File: src/rtl/fp_div_pkg.sv
// Shared types and constants for the FP mantissa divide path.
package fp_div_pkg;

    typedef enum logic [1:0] {IDLE, RUN, DONE} div_state_t;

    localparam int DIV_DEFAULT_BITS = 16;

    // Every quotient bit takes this value on divide-by-zero (all-ones quotient).
    localparam logic DIV_ZERO_QUOT_BIT = 1'b1;

endpackage

File: src/rtl/div_step.sv
// One restoring-division iteration: shift in the next dividend bit, trial-subtract,
// keep the difference if it did not borrow.
import fp_div_pkg::*;

module div_step #(
    parameter int Bits = DIV_DEFAULT_BITS
) (
    input  logic [Bits-1:0] rem,
    input  logic            quot_msb,
    input  logic [Bits-1:0] divisor,
    output logic [Bits-1:0] rem_next,
    output logic            q_bit
);

    logic [Bits:0] trial;

    // The restored remainder is always below the divisor, so the shifted
    // partial fits in Bits+1 bits and the kept remainder fits in Bits bits.
    always_comb begin
        trial    = {rem, quot_msb} - {1'b0, divisor};
        q_bit    = ~trial[Bits];
        rem_next = trial[Bits] ? {rem[Bits-2:0], quot_msb} : trial[Bits-1:0];
    end

endmodule

File: src/rtl/div_16bits_seq.sv
// Iterative radix-2 restoring divider with valid/ready on both sides.
// Define DIV_SIGNED_EN for two's-complement operands (truncating quotient).
import fp_div_pkg::*;

module div_16bits_seq #(
    parameter  int Bits = DIV_DEFAULT_BITS,
    localparam int CntW = $clog2(Bits + 1)
) (
    input  logic            iClk,
    input  logic            iRst,
    input  logic            iValid,
    output logic            oReady,
    input  logic [Bits-1:0] iN,
    input  logic [Bits-1:0] iD,
    output logic            oValid,
    input  logic            iReady,
    output logic [Bits-1:0] oQ,
    output logic [Bits-1:0] oR,
    output logic            oDivZero
);

    // Handshakes: a transfer happens on a rising edge where valid and ready
    // are both high; valid is held, with data stable, until that edge.
    div_state_t      state_q, state_d;
    logic [CntW-1:0] cnt_q;
    logic [Bits-1:0] rem_q, quot_q, div_q;
    logic [Bits-1:0] rem_next, n_op, d_op, q_fin, r_fin;
    logic            q_bit, accept, d_zero, run_last;

    assign accept   = iValid && (state_q == IDLE);
    assign d_zero   = (iD == '0);
    assign run_last = (cnt_q == CntW'(Bits));
    assign oReady   = (state_q == IDLE);
    assign oValid   = (state_q == DONE);

`ifdef DIV_SIGNED_EN
    logic neg_quot_q, neg_rem_q;

    // Magnitudes are unsigned, so |-2^(Bits-1)| is representable.
    assign n_op  = iN[Bits-1] ? (~iN + 1'b1) : iN;
    assign d_op  = iD[Bits-1] ? (~iD + 1'b1) : iD;
    assign q_fin = neg_quot_q ? (~quot_q + 1'b1) : quot_q;
    assign r_fin = neg_rem_q  ? (~rem_q + 1'b1)  : rem_q;

    always_ff @(posedge iClk or posedge iRst) begin
        if (iRst) begin
            neg_quot_q <= 1'b0;
            neg_rem_q  <= 1'b0;
        end else if (accept) begin
            neg_quot_q <= iN[Bits-1] ^ iD[Bits-1];
            neg_rem_q  <= iN[Bits-1];
        end
    end
`else
    assign n_op  = iN;
    assign d_op  = iD;
    assign q_fin = quot_q;
    assign r_fin = rem_q;
`endif

    div_step #(.Bits(Bits)) u_step (
        .rem      (rem_q),
        .quot_msb (quot_q[Bits-1]),
        .divisor  (div_q),
        .rem_next (rem_next),
        .q_bit    (q_bit)
    );

    always_ff @(posedge iClk or posedge iRst) begin
        if (iRst) state_q <= IDLE;
        else      state_q <= state_d;
    end

    always_comb begin
        state_d = state_q;
        case (state_q)
            IDLE:    if (accept) state_d = d_zero ? DONE : RUN;
            RUN:     if (run_last) state_d = DONE;
            DONE:    if (iReady) state_d = IDLE;
            default: state_d = IDLE;
        endcase
    end

    always_ff @(posedge iClk or posedge iRst) begin
        if (iRst) begin
            cnt_q    <= '0;
            rem_q    <= '0;
            quot_q   <= '0;
            div_q    <= '0;
            oQ       <= '0;
            oR       <= '0;
            oDivZero <= 1'b0;
        end else begin
            case (state_q)
                IDLE: begin
                    if (accept && d_zero) begin
                        oQ       <= {Bits{DIV_ZERO_QUOT_BIT}};
                        oR       <= iN;
                        oDivZero <= 1'b1;
                    end else if (accept) begin
                        quot_q <= n_op;
                        div_q  <= d_op;
                        rem_q  <= '0;
                        cnt_q  <= '0;
                    end
                end
                RUN: begin
                    // The extra cycle after the last iteration registers the results.
                    if (run_last) begin
                        oQ       <= q_fin;
                        oR       <= r_fin;
                        oDivZero <= 1'b0;
                    end else begin
                        rem_q  <= rem_next;
                        quot_q <= {quot_q[Bits-2:0], q_bit};
                        cnt_q  <= cnt_q + 1'b1;
                    end
                end
                default: ;
            endcase
        end
    end

endmodule
File: config.mk
export PLATFORM = sky130hd
export DESIGN_NAME = div_16bits_seq
export DESIGN_NICKNAME = d
export VERILOG_FILES = /design/src/rtl/fp_div_pkg.sv /design/src/rtl/div_step.sv /design/src/rtl/div_16bits_seq.sv
export SDC_FILE = /design/constraint.sdc
export NUM_CORES = 1
export LEC_CHECK = 0
export CAP_MARGIN = 20
export CORE_ASPECT_RATIO = 0.5
export CORE_MARGIN = 2
export CORE_UTILIZATION = 38
export CTS_CLUSTER_DIAMETER = 150
export DETAILED_ROUTE_END_ITERATION = 10
export HOLD_SLACK_MARGIN = 0.1
export MAX_ROUTING_LAYER = met4
export SYNTH_ARGS = -nofsm -noshare
export SYNTH_HDL_FRONTEND = slang
export SYNTH_SLANG_ARGS = --single-unit
File: constraint.sdc
create_clock -name iClk -period 7.75 [get_ports iClk]
set_input_delay 2.325 -clock iClk [delete_from_list [all_inputs] [get_ports iClk]]
set_output_delay 2.325 -clock iClk [all_outputs]
set_load 0.01 [all_outputs]
Word level (Yosys, flattened, before mapping)
Cells that the tools add are included.
{ "classes": {"n_addsub": 2, "n_eq_ne": 9, "muxes": 27, "bitwise": 2, "reduce_logical": 9} }
{ "ops": {"columns": ["cell", "count"], "rows": [
  ["16-bit two-way mux", 11],
  ["16-bit one-hot mux with 2 select lines", 4],
  ["17-bit by 16-bit subtractor with 17-bit output", 1],
  ["16-bit logical NOT", 1],
  ["5-bit two-way mux", 3],
  ["5-bit one-hot mux with 2 select lines", 1],
  ["3-bit AND reduction", 3],
  ["2-bit two-way mux", 4],
  ["2-bit by 1-bit inequality test with 1-bit output, second input constant", 3],
  ["2-bit inequality test, second input constant", 3],
  ["2-bit one-hot mux with 3 select lines", 1],
  ["5-bit by 1-bit adder with 5-bit output, second input constant", 1],
  ["5-bit == test, second input constant", 1],
  ["4-bit AND reduction", 1],
  ["2-bit by 1-bit == test with 1-bit output, second input constant", 1],
  ["2-bit == test, second input constant", 1],
  ["1-bit logical AND", 2],
  ["2-bit logical NOT", 1],
  ["1-bit two-way mux", 2],
  ["1-bit inverter", 2],
  ["1-bit one-hot mux with 2 select lines", 1],
  ["2-bit nonzero test", 1]
]} }
{ "totals": {"register_bits": 88, "word_cells": 57} }

Logic depth before layout (Yosys ltp)
Gate-level depths: netlist of the first run.
{ "logic_depth": {"ltp_word": 5, "ltp_mapped": 13, "depth_no_buf": 11} }

Cells and area by module
A second synthesis of the first run with hierarchy kept.
{ "hier_totals": {"hier_cells": 476, "hier_area_um2": 4892.2} }
{ "by_module_without_submodules": {"columns": ["mod", "instances", "cells_per_inst", "area_per_inst_um2", "seq_area_each_um2"], "rows": [
  ["div_16bits_seq", 1, 348, 3882.5, 2202.1],
  ["div_step", 1, 128, 1009.7, 0.0]
]} }

Worst setup path before layout of the first run
Ideal clock, no wire load.
{ "synth_timing": {"kind": "input to register", "start": "in iD[0]", "end": "reg oR[0]", "setup_time_ps": 121, "arrival_ps": 3630, "setup_slack_ps": 3999, "cell_stages": 7, "path_buffers": 1, "cell_sequence": "nor4_1 > nand4_1 > nor2_1 > o21ba_2 > nand2_1 > clkbuf_1 > a22o_1"} }
{ "synth_between": {"elab_chain_cells": 4} }
{ "synth_lines": {"columns": ["element", "line", "source"], "rows": [
  ["from (decl)", "div_16bits_seq.sv:14", "input logic [Bits-1:0] iD,"],
  ["16-bit logical NOT", "div_16bits_seq.sv:31", "assign d_zero = (iD == '0);"],
  ["1-bit logical AND", "div_16bits_seq.sv:96", "if (accept && d_zero) begin"],
  ["2-bit by 1-bit inequality test with 1-bit output (no source line)", null, null],
  ["3-bit AND reduction (no source line)", null, null],
  ["to (signal assigned)", "div_16bits_seq.sv:98", "oR <= iN;"],
  ["to (signal assigned)", "div_16bits_seq.sv:111", "oR <= r_fin;"],
  ["to (decl)", "div_16bits_seq.sv:18", "output logic [Bits-1:0] oR,"]
]} }
Every way passes these cells.
A chain may end at the register's enable or synchronous reset.

Worst setup path after layout of the first run
{ "layout_timing": {"start": "in iD[1]", "end": "reg oQ[0]"} }
{ "layout_between": {"elab_chain_cells": 4} }
{ "layout_lines": {"columns": ["element", "line", "source"], "rows": [
  ["16-bit logical NOT", "div_16bits_seq.sv:31", null],
  ["1-bit logical AND", "div_16bits_seq.sv:96", null],
  ["2-bit by 1-bit inequality test with 1-bit output (no source line)", null, null],
  ["3-bit AND reduction (no source line)", null, null],
  ["to (signal assigned)", "div_16bits_seq.sv:97", "oQ <= {Bits{DIV_ZERO_QUOT_BIT}};"],
  ["to (signal assigned)", "div_16bits_seq.sv:110", "oQ <= q_fin;"],
  ["to (decl)", "div_16bits_seq.sv:17", "output logic [Bits-1:0] oQ,"]
]} }
Every way passes these cells.

==> results.toml, run 1 <==
[synth]
syn_inst = 490
synth_commonest_cells = "dfrtp_1, nand2_1, o21ai_0, nor2_1, inv_1"
yosys.cell_types.count = 53
synth_edf_count = 0
yosysWarnings = 0
syn_area_sq_um = 4646
ys_async_sr_fraction_pct = 100.0
synth_top_flop_cell = "dfrtp_1"
synth_nets = 545
synth_area_leaders = "dfrtp_1, nand2_1, ha_1"
yosysTopAreaCellShare_pct = 47.40
synth-seq-cells = 88
yosysTopAreaCell = "dfrtp_1"
synth_most_common_cell = "dfrtp_1"
ys_seq_area_share_pct = 47.40
synth.avg_cell_area_sq_um = 9.481

[placement]
portBuffers = 70
dp_hpwl_um = 8209
gp_congestion = 0.8492

[global_route]
grt_pass1_vias = 3565
grt_max_degree = 58
grt_remaining_overflow = 0
grt.total_usage_pct = 19.10
antenna_found_initial = 0
grt_pass1_wl_um = 19020

[worst_setup_path]
path_buf_inv = 1
cp_cell_sequence = "clkdlybuf4s50_1 > nor4_1 > nand4_1 > nor2_1 > o21ba_2 > and2_1 > o21ai_0 > nand2_1"
cp.required_ns = 8.02
crit_family = "simple AND/OR/NAND/NOR gates"
end_kind = "flop"
crit_fanout = 30
slowest_stage = "and2_1"
cp_data_arrival_time_ns = 5.16
crit_type = "in -> reg"
max_stage_delay_ns = 0.81
start_kind = "input port"

[detailed_routing]
first_iter_violations = 263
wire_per_inst_um = 15.89
finalWirelength_um = 11440
vias = 3708
drc = 0
first_pass_iters = 6
vias_per_cell = 5.150
ant_nets = 0

[final_layout]
drive_gt1_share_pct = 8.829
antenna_cells = 0
nNetsFinal = 606
nFillCells = 1143
syn_to_final_growth_pct = 24.35

[sta]
rsz0062_at_grt = "no"
tightestPinTransition_ns = 1.050
fin_worst_skew_ns = 0.006886
timing.fmax_mhz = 204.5
slew_headroom_pct = 29.65
finalHoldViolations = 0
finalSetupViolCount = 0
fin_crit_sh_pct = 63.09
slew_violations = 0
min_period_ns = 4.889
fin_setup_tns_ns = 0

[hold_path]
hold_class = "reg -> reg"

[floorplan]
die_y_um = 82.19
dieArea_sq_um = 13180
rows = 28
boundaryPins = 71
die_w_um = 160.4
initial_core_util_pct = 39.12
core_sq_um = 11880

[power]
p_leak_nw = 2.560
peakVddDrop_v = 0.0001395
p_total_w = 0.002776
power.density_nw_per_um2 = 480.5

[clocking]
numClockSinks = 88
ctsHoldBuffers = 0
cts_root_buf = "clkbuf_16"
cts-resized-gates = 0
cts.clk_slew.worst_paths_ns = 0.07
cts-buffers-inserted = 9
cts_setup_buffers = 0
cts.path.max_buffers = 2
cts_tree = "done"
cts-htree-levels = 3
worstSkewPairLatency_ns = 0.34

[status]
status = "complete, no violations"

[flow_run]
cap_violations = 0
## sequential cells by signal, summed over array words and instances (netlist names)
signal	count
oQ	16
r_fin	16
oDivZero	1
div_q	16
oR	16
q_fin	16
cnt_q	5
state_q	2
## power by group
| group | total [W] | internal, W | switching, W | leakage (nW) |
|---|---|---|---|---|
| sequential | 0.000832 | 0.000677 | 0.000155 | 1.05 |
| combinational | 0.00148 | 0.000657 | 0.000819 | 1.36 |
| clock | 0.000468 | 0.000282 | 0.000186 | 0.148 |
| total | 0.00278 | 0.00162 | 0.00116 | 2.56 |
## path summary, 6_finish.rpt
path / startpoint / slack (ns) / to / cells past startpoint
max: iD[1] / 2.86 / oQ[0]$_DFFE_PP0P_ / 8
min: oQ[5]$_DFFE_PP0P_ / 0.47 / oQ[5]$_DFFE_PP0P_ / 2
max reg2reg: q_fin[15]$_DFFE_PP0P_ / 4.08 / q_fin[0]$_DFFE_PP0P_ / 11
min reg2reg: oQ[5]$_DFFE_PP0P_ / 0.47 / oQ[5]$_DFFE_PP0P_ / 2
max in group asynchronous: iRst / 4.26 / div_q[1]$_DFFE_PP0P_ / 3
min in group asynchronous: iRst / 2.35 / oR[11]$_DFFE_PP0P_ / 2
## metal layers
metal | global-route usage, % | vias to the layer above | routed length [um]
met5 | - | - | 0
li1 | - | 1850 | -
met4 | 4.595 | 0 | 68
met3 | 4.046 | 6 | 534
met1 | 26.87 | 1756 | 5965
met2 | 28.44 | 96 | 4875
## cell type report
cell class / count / area, sq um / share of cell area (%)
sequential: 88 / 2202 / 38.12
multi-input combinational: 353 / 2225 / 38.51
tap: 165 / 206.4 / 3.574
timing repair buffer: 74 / 730.7 / 12.65
clock buffer: 9 / 225.2 / 3.899
inverter: 25 / 95.09 / 1.646
clock inverter: 6 / 92.59 / 1.603
## cell families (layout without fill, tap and decap cells)
group | Yosys count | count (layout) | share of synthesized area [%]
AOI/OAI and AO/OA | 133 | 133 | 18.96
xor gates and xnor gates | 14 | 14 | 2.801
adders and majority gates | 19 | 19 | 5.279
buffers and inverters | 49 | 114 | 4.713
DFF | 88 | 88 | 47.40
muxes | 23 | 23 | 5.386
and+or+nand+nor | 164 | 164 | 15.46
## worst reg2reg max path, cell delays in order, from the launching register on
cell and delay, ns:
dfrtp_1 0.37, inv_1 0.13, ha_1 0.20, inv_1 0.05, fa_1 0.43, a211oi_2 0.31, o21ai_1 0.15, a2111oi_2 0.39
o22ai_2 0.15, xnor2_2 0.82, or2_2 0.41, o211ai_1 0.13
## per-stage QoR
stage | utilization (%) | hold slack [ns] | cells | worst slack, ns | cell area (sq um)
2_1_floorplan | - | 0.4762 | 490 | 3.146 | 4646
6_report | 48.64 | 0.4671 | 720 | 2.861 | 5777
4_1_cts | 48.64 | 0.4723 | 720 | 2.785 | 5777
3_5_place_dp | 45.97 | 0.4568 | 705 | 2.435 | 5459
3_3_place_gp | 45.97 | 0.4529 | 705 | 2.498 | 5459
5_1_grt | 48.64 | 0.4968 | 720 | 2.508 | 5777
## placed cells by master, fill, tap and decap left out, types with 16 or more instances in the layout
cell type / n
mux2_2: 16
clkdlybuf4s50_1: 70
o21ai_0: 41
nor2_1: 34
ha_1: 18
a21oi_1: 21
dfrtp_1: 88
nand2_1: 85
inv_1: 24
(Power assumes the default switching activity.)
==> run 2: changes to the inputs <==
clock period = 5.05 ns   (was 7.75 ns; I/O delays follow)
==> run 2 against run 1 <==
- sequential cell count unchanged
- critical endpoint is now oR[6]$_DFFE_PP0P_
- hold slack improved by 0.0030 ns
- setup slack got worse by 1.7 ns
- die area unchanged
- design area increased by 0.11%
- clock skew increased by 0.0033 ns
- core utilization increased by 0.053 points
- highest routed layer unchanged
- combinational power increased by 54%
- sequential share of layout area about the same
- critical path type unchanged
- final cell count increased by 0.56%
==> results.toml, run 2 (synthesis gave the netlist of run 1 again) <==
[clocking]
cts_root_buf = "clkbuf_16"
worstSkewPairLatency_ns = 0.34
cts-buffers-inserted = 9
cts_tree = "done"
cts.clk_slew.worst_paths_ns = 0.07
cts-resized-gates = 0
cts.path.max_buffers = 2
numClockSinks = 88
cts_setup_buffers = 0
ctsHoldBuffers = 0
cts-htree-levels = 3

[sta]
tightestPinTransition_ns = 0.8906
slew_headroom_pct = 40.60
finalHoldViolations = 0
slew_violations = 0
min_period_ns = 3.922
timing.fmax_mhz = 255.0
fin_setup_tns_ns = 0
fin_worst_skew_ns = 0.01018
finalSetupViolCount = 0
fin_crit_sh_pct = 77.66
rsz0062_at_grt = "no"

[final_layout]
drive_gt1_share_pct = 9.481
syn_to_final_growth_pct = 24.48
antenna_cells = 0
nFillCells = 1120
final_common_cell = "dfrtp_1"
mostFrequentLayoutCells = "dfrtp_1, nand2_1, clkdlybuf4s50_1, o21ai_0, nor2_1"
nNetsFinal = 609
final_util_pct = 48.69

[flow_run]
cap_violations = 0

[floorplan]
boundaryPins = 71
dieArea_sq_um = 13180
die_w_um = 160.4
rows = 28
core_sq_um = 11880
die_y_um = 82.19
initial_core_util_pct = 39.12

[placement]
gp_congestion = 0.8702
portBuffers = 70
dp_hpwl_um = 8127

[detailed_routing]
first_iter_violations = 302
first_pass_iters = 5
vias = 3763
vias_per_cell = 5.198
drc = 0
wire_per_inst_um = 15.44
finalWirelength_um = 11180
ant_nets = 0

[status]
status = "complete, no violations"

[worst_setup_path]
crit_fanout = 25
end_kind = "flop"
crit_type = "in -> reg"
start_kind = "input port"
cp_data_arrival_time_ns = 4.15
cp.required_ns = 5.27

[power]
peakVddDrop_v = 0.0002370
p_leak_nw = 2.569
power.density_nw_per_um2 = 724.3

[global_route]
grt.total_usage_pct = 18.21
grt_remaining_overflow = 0
antenna_found_initial = 0
grt_pass1_wl_um = 18260
grt_pass1_vias = 3535
grt_max_degree = 76

[hold_path]
hold_class = "reg -> reg"
[run 2: cell count changes in the layout (fill, tap and decap cells not counted)]
cell / delta
buf_12: +1
buf_4: +1
buf_8: +1
bufinv_16: -2
clkbuf_8: +1
clkinv_2: +2
[run 2: stage by stage]
stage	total power [W]	std cells	area [sq um]	setup WS, ns	hold slack, ns
after floorplan	0.002902	490	4646	1.256	0.4762
after global placement	0.003517	707	5487	0.7349	0.4571
after detailed placement	0.003555	707	5487	0.6952	0.4645
after CTS	0.004203	723	5768	1.035	0.4796
after global routing	0.004560	724	5783	0.8335	0.4961
final	0.004189	724	5783	1.128	0.4701
[run 2: critical path, cell delays in order]
cell             delay [ns]
clkdlybuf4s50_1        0.42
nor4_1                 0.37
nand4_1                0.34
nor2_1                 0.18
o21ba_2                0.32
nand2_1                0.56
a22o_1                 0.43
[run 2: routing by layer]
metal  wire (um)  track usage, %  vias to the layer above
met3         512           3.896                        5
met4          76           4.144                        0
li1            -               -                     1858
met1        5761           25.97                     1811
met2        4828           26.71                       89
met5           0               -                        -
[run 2: final timing paths]
kind,slack (ns),endpoint,from,cells after the start
min in group asynchronous,1.42,oQ[11]$_DFFE_PP0P_,iRst,2
hold / removal,0.47,oQ[7]$_DFFE_PP0P_,oQ[7]$_DFFE_PP0P_,2
setup / recovery,1.13,oR[6]$_DFFE_PP0P_,iD[0],7
max in group asynchronous,2.95,r_fin[13]$_DFFE_PP0P_,iRst,3
setup reg to reg,1.79,r_fin[7]$_DFFE_PP0P_,q_fin[15]$_DFFE_PP0P_,12
hold reg to reg,0.47,oQ[7]$_DFFE_PP0P_,oQ[7]$_DFFE_PP0P_,2
[run 2: power by group]
group	internal [W]	switching (W)
clock network	0.000348	0.000284
registers	0.00104	0.000239
logic	0.00103	0.00125
total	0.00242	0.00177
[run 2: cell type report]
| class | instances | area (sq um) | share of cell area [%] |
|---|---|---|---|
| Multi-Input combinational cell | 353 | 2225 | 38.47 |
| Sequential cell | 88 | 2202 | 38.08 |
| Timing Repair Buffer | 77 | 773.2 | 13.37 |
| Clock buffer | 10 | 239.0 | 4.132 |
| Tap cell | 165 | 206.4 | 3.570 |
| Inverter | 25 | 95.09 | 1.644 |
| Clock inverter | 6 | 42.54 | 0.7356 |
